`src/rtl/qs_srt_decoder_if.sv`:
```
// rtl/qs_srt_decoder_if.sv - shared decode types plus fetch/ucode handshake interface.
package qs_srt_pkg;
  typedef logic [15:0] inst_t;
  typedef logic [7:0]  pc_t;
  typedef logic [2:0]  reg_t;

  localparam reg_t BLINK = 3'd7;

  typedef enum logic [3:0] {
    OP_NOP   = 4'h0,
    OP_JCC   = 4'h1,
    OP_PP    = 4'h2,
    OP_MEM   = 4'h4,
    OP_MOV   = 4'h6,
    OP_ARITH = 4'h7,
    OP_CRET  = 4'hC,
    OP_CNTRL = 4'hF
  } opcode_e;

  typedef struct packed {
    logic       is_jump;
    logic       is_push;
    logic       is_pop;
    logic       is_load;
    logic       is_store;
    logic       is_call;
    logic       is_ret;
    logic       is_done;
    logic       is_await;
    logic [1:0] cc;
    logic [7:0] target;
    logic       dst_en;
    reg_t       dst;
    logic       dst_is_blink;
    logic       src0_en;
    reg_t       src0;
    logic       src0_is_zero;
    logic       src1_en;
    reg_t       src1;
    logic       inv_src1;
    logic       cin;
    logic       has_imm;
    reg_t       imm;
    logic       has_special;
    reg_t       special;
    logic       flag_en;
    logic       invalid_inst;
  } ucode_t;
endpackage

interface qs_srt_decoder_if;
  import qs_srt_pkg::*;

  logic   fetch_vld;
  inst_t  fetch_inst;
  pc_t    fetch_pc;
  logic   fetch_rdy;
  logic   ucode_vld_r;
  ucode_t ucode_r;
  pc_t    ucode_pc_r;
  logic   ucode_rdy;

  modport master (
    output fetch_vld, fetch_inst, fetch_pc, ucode_rdy,
    input  fetch_rdy, ucode_vld_r, ucode_r, ucode_pc_r
  );

  modport slave (
    input  fetch_vld, fetch_inst, fetch_pc, ucode_rdy,
    output fetch_rdy, ucode_vld_r, ucode_r, ucode_pc_r
  );
endinterface

```
`src/rtl/qs_srt_decoder.sv`:
```
// rtl/qs_srt_decoder.sv - microsequencer decode stage with one registered ucode slot.
// Optional pop->use interlock and bubble counter: QS_SRT_DECODER_POP_INTERLOCK_EN.
module qs_srt_decoder
  import qs_srt_pkg::*;
#(
  parameter int STALL_CNT_W = 16
) (
  input  logic                   clk,
  input  logic                   rst,
  qs_srt_decoder_if.slave        io,
  input  logic                   flush,
  output logic                   invalid_err_r,
  output logic [STALL_CNT_W-1:0] stall_cnt_r
);

  inst_t  w;
  reg_t   r_fld;
  reg_t   s_fld;
  reg_t   l_fld;
  logic   hi_bit;
  ucode_t dec_u;

  assign w      = io.fetch_inst;
  assign hi_bit = w[11];
  assign r_fld  = w[10:8];
  assign s_fld  = w[6:4];
  assign l_fld  = w[2:0];

  always_comb begin
    dec_u = '0;
    case (w[15:12])
      OP_NOP: ;
      OP_JCC: begin
        dec_u.is_jump = 1'b1;
        dec_u.cc      = w[9:8];
        dec_u.target  = w[7:0];
      end
      OP_PP: begin
        if (hi_bit) begin
          dec_u.is_pop = 1'b1;
          dec_u.dst_en = 1'b1;
          dec_u.dst    = r_fld;
        end else begin
          dec_u.is_push = 1'b1;
          dec_u.src1_en = 1'b1;
          dec_u.src1    = l_fld;
        end
      end
      OP_MEM: begin
        dec_u.src1_en = 1'b1;
        dec_u.src1    = l_fld;
        if (hi_bit) begin
          dec_u.is_store = 1'b1;
          dec_u.src0_en  = 1'b1;
          dec_u.src0     = s_fld;
        end else begin
          dec_u.is_load = 1'b1;
          dec_u.dst_en  = 1'b1;
          dec_u.dst     = r_fld;
        end
      end
      OP_MOV: begin
        dec_u.dst_en       = 1'b1;
        dec_u.dst          = r_fld;
        dec_u.src0_is_zero = 1'b1;
        if (hi_bit) begin
          dec_u.has_special = 1'b1;
          dec_u.special     = l_fld;
        end else if (w[3]) begin
          dec_u.has_imm = 1'b1;
          dec_u.imm     = l_fld;
        end else begin
          dec_u.src1_en = 1'b1;
          dec_u.src1    = l_fld;
        end
      end
      OP_ARITH: begin
        // Subtract is add with inverted src1 and carry-in set.
        dec_u.dst_en   = w[7];
        dec_u.dst      = r_fld;
        dec_u.src0_en  = 1'b1;
        dec_u.src0     = s_fld;
        dec_u.flag_en  = 1'b1;
        dec_u.inv_src1 = hi_bit;
        dec_u.cin      = hi_bit;
        if (w[3]) begin
          dec_u.has_imm = 1'b1;
          dec_u.imm     = l_fld;
        end else begin
          dec_u.src1_en = 1'b1;
          dec_u.src1    = l_fld;
        end
      end
      OP_CRET: begin
        if (hi_bit) begin
          dec_u.is_ret  = 1'b1;
          dec_u.src0_en = 1'b1;
          dec_u.src0    = BLINK;
        end else begin
          dec_u.is_call      = 1'b1;
          dec_u.target       = w[7:0];
          dec_u.dst_en       = 1'b1;
          dec_u.dst          = BLINK;
          dec_u.dst_is_blink = 1'b1;
        end
      end
      OP_CNTRL: begin
        dec_u.is_done  = hi_bit;
        dec_u.is_await = ~hi_bit;
      end
      default: dec_u.invalid_inst = 1'b1;
    endcase
  end

  logic   ucode_vld_q, ucode_vld_d;
  ucode_t ucode_q, ucode_d;
  pc_t    ucode_pc_q, ucode_pc_d;
  logic   invalid_err_q, invalid_err_d;
  logic   adv;
  logic   hazard;
  logic   accept;

  assign adv          = ~ucode_vld_q | io.ucode_rdy;
  assign io.fetch_rdy = adv & ~flush & ~hazard;
  assign accept       = io.fetch_vld & io.fetch_rdy;

`ifdef QS_SRT_DECODER_POP_INTERLOCK_EN
  logic                   pop_pend_q, pop_pend_d;
  reg_t                   pop_dst_q, pop_dst_d;
  logic [STALL_CNT_W-1:0] stall_cnt_q, stall_cnt_d;

  assign hazard = pop_pend_q & io.fetch_vld &
                  ((dec_u.src0_en & (dec_u.src0 == pop_dst_q)) |
                   (dec_u.src1_en & (dec_u.src1 == pop_dst_q)));

  // Any cycle the slot advances without an accept is a bubble, which satisfies the pop gap.
  always_comb begin
    pop_pend_d  = pop_pend_q;
    pop_dst_d   = pop_dst_q;
    stall_cnt_d = stall_cnt_q;
    if (flush) begin
      pop_pend_d = 1'b0;
    end else if (accept) begin
      pop_pend_d = dec_u.is_pop;
      pop_dst_d  = dec_u.dst;
    end else if (adv) begin
      pop_pend_d = 1'b0;
      if (hazard && (stall_cnt_q != '1)) begin
        stall_cnt_d = stall_cnt_q + STALL_CNT_W'(1);
      end
    end
  end

  always_ff @(posedge clk or posedge rst) begin
    if (rst) begin
      pop_pend_q  <= 1'b0;
      pop_dst_q   <= '0;
      stall_cnt_q <= '0;
    end else begin
      pop_pend_q  <= pop_pend_d;
      pop_dst_q   <= pop_dst_d;
      stall_cnt_q <= stall_cnt_d;
    end
  end

  assign stall_cnt_r = stall_cnt_q;
`else
  assign hazard      = 1'b0;
  assign stall_cnt_r = '0;
`endif

  always_comb begin
    ucode_vld_d   = ucode_vld_q;
    ucode_d       = ucode_q;
    ucode_pc_d    = ucode_pc_q;
    invalid_err_d = invalid_err_q;
    if (flush) begin
      ucode_vld_d = 1'b0;
    end else if (accept) begin
      ucode_vld_d   = 1'b1;
      ucode_d       = dec_u;
      ucode_pc_d    = io.fetch_pc;
      invalid_err_d = invalid_err_q | dec_u.invalid_inst;
    end else if (adv) begin
      ucode_vld_d = 1'b0;
    end
  end

  always_ff @(posedge clk or posedge rst) begin
    if (rst) begin
      ucode_vld_q   <= 1'b0;
      ucode_q       <= '0;
      ucode_pc_q    <= '0;
      invalid_err_q <= 1'b0;
    end else begin
      ucode_vld_q   <= ucode_vld_d;
      ucode_q       <= ucode_d;
      ucode_pc_q    <= ucode_pc_d;
      invalid_err_q <= invalid_err_d;
    end
  end

  assign io.ucode_vld_r = ucode_vld_q;
  assign io.ucode_r     = ucode_q;
  assign io.ucode_pc_r  = ucode_pc_q;
  assign invalid_err_r  = invalid_err_q;

endmodule
```
`src/flat_wrapper.sv`:
```
// flat-port wrapper written by rule: the top's interface ports become plain ports
module qs_srt_decoder_flat import qs_srt_pkg::*;
#(
  parameter int STALL_CNT_W = 16
)
  (clk, rst, flush, invalid_err_r, stall_cnt_r, io_fetch_vld, io_fetch_inst, io_fetch_pc, io_ucode_rdy, io_fetch_rdy, io_ucode_vld_r, io_ucode_r, io_ucode_pc_r);
  qs_srt_decoder_if io_i ();
  input  logic clk;
  input  logic rst;
  input  logic flush;
  output logic invalid_err_r;
  output logic [STALL_CNT_W-1:0] stall_cnt_r;
  input wire logic [$bits(io_i.fetch_vld)-1:0] io_fetch_vld;
  input wire logic [$bits(io_i.fetch_inst)-1:0] io_fetch_inst;
  input wire logic [$bits(io_i.fetch_pc)-1:0] io_fetch_pc;
  input wire logic [$bits(io_i.ucode_rdy)-1:0] io_ucode_rdy;
  output wire logic [$bits(io_i.fetch_rdy)-1:0] io_fetch_rdy;
  output wire logic [$bits(io_i.ucode_vld_r)-1:0] io_ucode_vld_r;
  output wire logic [$bits(io_i.ucode_r)-1:0] io_ucode_r;
  output wire logic [$bits(io_i.ucode_pc_r)-1:0] io_ucode_pc_r;
  assign io_i.fetch_vld = io_fetch_vld;
  assign io_i.fetch_inst = io_fetch_inst;
  assign io_i.fetch_pc = io_fetch_pc;
  assign io_i.ucode_rdy = io_ucode_rdy;
  assign io_fetch_rdy = io_i.fetch_rdy;
  assign io_ucode_vld_r = io_i.ucode_vld_r;
  assign io_ucode_r = io_i.ucode_r;
  assign io_ucode_pc_r = io_i.ucode_pc_r;
  qs_srt_decoder #(.STALL_CNT_W(STALL_CNT_W)) u_core (.clk(clk), .rst(rst), .io(io_i), .flush(flush), .invalid_err_r(invalid_err_r), .stall_cnt_r(stall_cnt_r));
endmodule
```
`config.mk`:
```
export PLATFORM = sky130hd
export DESIGN_NAME = qs_srt_decoder_flat
export DESIGN_NICKNAME = d
export VERILOG_FILES = /design/src/rtl/qs_srt_decoder_if.sv /design/src/rtl/qs_srt_decoder.sv /design/src/flat_wrapper.sv
export SDC_FILE = /design/constraint.sdc
export NUM_CORES = 1
export LEC_CHECK = 0
export BUFFER_PORTS_ARGS = -buffer_cell sky130_fd_sc_hd__buf_4
export CELL_PAD_IN_SITES_DETAIL_PLACEMENT = 2
export CELL_PAD_IN_SITES_GLOBAL_PLACEMENT = 2
export CORE_UTILIZATION = 24
export CTS_CLUSTER_SIZE = 12
export DETAILED_ROUTE_END_ITERATION = 6
export GPL_ROUTABILITY_DRIVEN = 1
export HOLD_SLACK_MARGIN = 0.02
export PLACE_DENSITY = 0.84
export SLEW_MARGIN = 20
export SYNTH_ARGS = -nofsm -noshare
export SYNTH_HDL_FRONTEND = slang
export SYNTH_SLANG_ARGS = --single-unit
```
`constraint.sdc`:
```
create_clock -name clk -period 1.7 [get_ports clk]
set_clock_uncertainty 0.2 [all_clocks]
set_input_delay 0.085 -clock clk [delete_from_list [all_inputs] [get_ports clk]]
set_output_delay 0.085 -clock clk [all_outputs]
set_load 0.02 [all_outputs]
```
==> summary by stage <==
STA
The worst hold margin is 0.05517 ns. The routed design could run at a clock period as short as 1.629 ns. The max-slew violation count is 0.

The final-layout setup total negative slack is 0 ns. The maximum clock frequency is 613.8 MHz. Setup violations remaining at the end of the flow were counted as 0.

The final period utilization is 95.83%. Setup repair after global routing left no endpoint under its margin. The final count of hold timing violations is 0.

Global routing
The via count of the first global-routing pass is 2406. The combined global-route utilization of all metal layers is 15.74%. The maximum number of pins on one net before global-route repair is 36. The number of antenna violations at the first check in global routing came to 0. The final global-route overflow total is 0. The wire length of the first global-routing pass is 12570 µm.

CTS
The library cell used as clock root buffer is sky130_fd_sc_hd__clkbuf_8. The number of sinks driven by the clock tree is 53. The insertion delay of the later-clocked pin in the worst-skew pair is 0.30 ns. The clock tree from TritonCTS is built.

The number of setup buffers added after CTS is 0. After clock tree synthesis, the clock-pin slew on the worst setup and hold paths is 0.09 ns. The buffer levels on the longest clock path is 2. The number of buffers created by CTS is 5. In this run the number of H-tree levels came out at 2.

Final layout
The net count of the finished layout is 397. The fill cell total of the finished layout is 1114. The count of antenna diodes in the layout is 0.

The footprint of the multi-input gates is 944.7 µm². The register area is 0.001326 mm². The non-filler instance count after layout is 502. In the final layout, the share of cells above drive strength 1 is 29.54%. Leaving out fill and tap cells, the most frequent cells in the layout are 91 x sky130_fd_sc_hd__buf_4, 82 x sky130_fd_sc_hd__nand2_1, 53 x sky130_fd_sc_hd__dfrtp_1. Leaving out fill and tap cells, the most frequent cell in the layout is sky130_fd_sc_hd__buf_4. The area growth from synthesis to final layout is 45.44%.

Synth
The synthesis warning total is 0. The flop and latch count out of synthesis is 53. After synthesis, flip-flops and latches occupy 54.61% of the total area.

The synthesized area is 0.002429 mm². The post-synthesis average cell area is 9.305 µm². The count of mapped cells out of synthesis is 261. The number of unique standard cell types used by synthesis is 41.

Critical path
Of all nets on the critical path, the largest fanout is 9. Data on the critical path arrives at its endpoint at 1.66 ns. The largest individual stage delay along the critical path comes from the cell sky130_fd_sc_hd__dlygate4sd3_1. By startpoint and endpoint, the worst setup path is classified as input pin to register. The worst setup path is launched from an input pin. For the worst setup path, the data required time is 1.73 ns. Counting both buffers and inverters, the worst setup path holds a total of 2. STA classifies the critical path endpoint as a register. The critical path's largest stage delay is 0.53 ns. Grouping stages by cell kind, the critical path spends the most delay in buffers and inverters. The critical path goes through dlygate4sd3_1 > buf_4 > or3b_1 > o31ai_2 > nand2b_4 > o21ai_1.

Place
The detailed-placement wirelength estimate is 5848 µm. Buffers placed on the I/O ports in this run total 84. At the end of routability-driven placement, the weighted congestion stood at 0.8021. The cell count after placement is 468.

Power and ir drop
The leakage power total is 1.780 nW. The power per standard cell area is 820.0 mW/mm². Across the VDD grid, the largest voltage drop is 0.0003487 V.

Detailed routing
The detailed router finished its first iteration with 34 violations. After detailed routing, the average wire length per cell comes to 15.97 µm. Summed over all layers, the routed wires come to 8019 µm. The via density per instance is 4.440.

The DRC violation count after routing is 0. The length of the first detailed-routing pass in iterations is 4. The number of vias after detailed routing is 2229. The antenna violation net count after detailed routing is 0.

Hold path
The path class of the tightest hold or removal check is input pin to register.

Die
For this configuration, the core starts out at a cell density of 24.85%. The number of top-level pins is 101. In this run the horizontal extent of the chip is 102.6 µm. After floorplanning, the core was divided into 36 placement rows. The placeable core region is 0.009774 mm². Measured along the y axis, the die boundary spans 102.6 µm. The die covers 0.01053 mm².

Status
The flow ran to the end, and the final reports show no timing, DRC or antenna violations.

Run
Max-cap violations in this run came to 0.
==> where the power goes <==
| group | internal [mW] | leakage (nW) | switching [mW] |
|---|---|---|---|
| logic | 0.256 | 1.01 | 0.366 |
| clock network | 0.481 | 0.0585 | 0.408 |
| registers | 1.34 | 0.712 | 0.0487 |
| total | 2.07 | 1.78 | 0.823 |
==> tightest hold or removal path, cell delays in order <==
cell and delay, ns:
sky130_fd_sc_hd__buf_4 0.20, sky130_fd_sc_hd__nor2_1 0.12, sky130_fd_sc_hd__nand2_1 0.07, sky130_fd_sc_hd__nand2_1 0.05
==> synthesized netlist by cell type, drive strengths merged <==
master / instances / area (µm²)
a211oi: 3 / 22.52
a21o: 2 / 15.01
a221oi: 1 / 8.760
a22o: 4 / 35.03
a31oi: 1 / 6.260
a32o: 3 / 30.03
and2: 1 / 6.260
and2b: 1 / 7.510
and3: 4 / 25.02
buf: 29 / 198.9
clkbuf: 4 / 15.01
conb: 1 / 3.750
dfrtp: 53 / 1326
inv: 4 / 15.01
nand2: 83 / 314.1
nand2b: 4 / 32.53
nand3: 4 / 20.02
nand4: 2 / 12.51
nand4b: 1 / 8.760
nor2: 6 / 22.52
nor2b: 3 / 18.77
nor3: 5 / 25.02
o2111ai: 1 / 8.760
o211ai: 1 / 7.510
o21ai: 30 / 153.9
o21bai: 1 / 7.510
o31ai: 1 / 12.51
o32ai: 2 / 25.03
o41ai: 1 / 8.760
or2: 2 / 12.52
or2b: 1 / 7.510
or3: 1 / 6.260
or3b: 1 / 8.760
==> state kept, by name (all words and copies together), names as in the netlist <==
signal,cells
u_core.io.ucode_r,43
u_core.io.ucode_pc_r,8
u_core.invalid_err_r,1
u_core.io.ucode_vld_r,1
==> area by class of cell <==
class | instances | area share, %
Sequential cell | 53 | 37.55
Timing Repair Buffer | 118 | 27.28
Multi-Input combinational cell | 186 | 26.74
Tap cell | 133 | 4.711
Clock buffer | 7 | 2.444
Clock inverter | 1 | 0.8502
Inverter | 4 | 0.4251
==> cells by family after synthesis <==
logic type,Yosys count,synth area share (%)
AND/OR/NAND/NOR,119,21.74
buffers and inverters,37,9.428
AO/OA/AOI/OAI,51,14.07
other,1,0.1544
flip-flops,53,54.61
==> what timing repair did <==
action,4_1_cts,5_1_grt
hold buffers,26,0
endpoints found under the setup margin,0,6
resized for setup,0,3
hold endpoints to repair,96,0
==> per-stage QoR <==
stage                     power, mW  setup WS, ns  util [%]  cell area [µm²]
final                         2.896       0.07083     36.14             3532
after floorplan               1.742        0.1288         -             2485
after global routing          3.052      0.008204     36.14             3532
after CTS                     2.932       0.06955     35.98             3517
after detailed placement      1.983        0.1394     32.13             3141
after global placement        1.959        0.2108     32.13             3141
==> per-layer routing <==
metal	wire (µm)	share of wire [%]	track usage, %
met5	0	0	0
met4	24	0.30	3.187
met3	441	5.5	2.983
met2	4215	53	28.87
met1	3338	42	19.09
==> path summary, 6_finish.rpt <==
kind,startpoint,to,slack (ns),cells after the start
min in group asynchronous,rst,u_core.io.ucode_r[28],0.14,3
setup / recovery,io_fetch_inst[15],u_core.io.ucode_r[28],0.07,6
hold / removal,io_fetch_inst[13],u_core.io.ucode_r[44],0.06,4
max in group asynchronous,rst,u_core.io.ucode_r[36],0.62,4
setup reg to reg,u_core.io.ucode_vld_r,u_core.io.ucode_r[36],0.13,5
hold reg to reg,u_core.io.ucode_r[16],u_core.io.ucode_r[16],0.28,2
No activity file was read; power rests on OpenSTA's default activity.
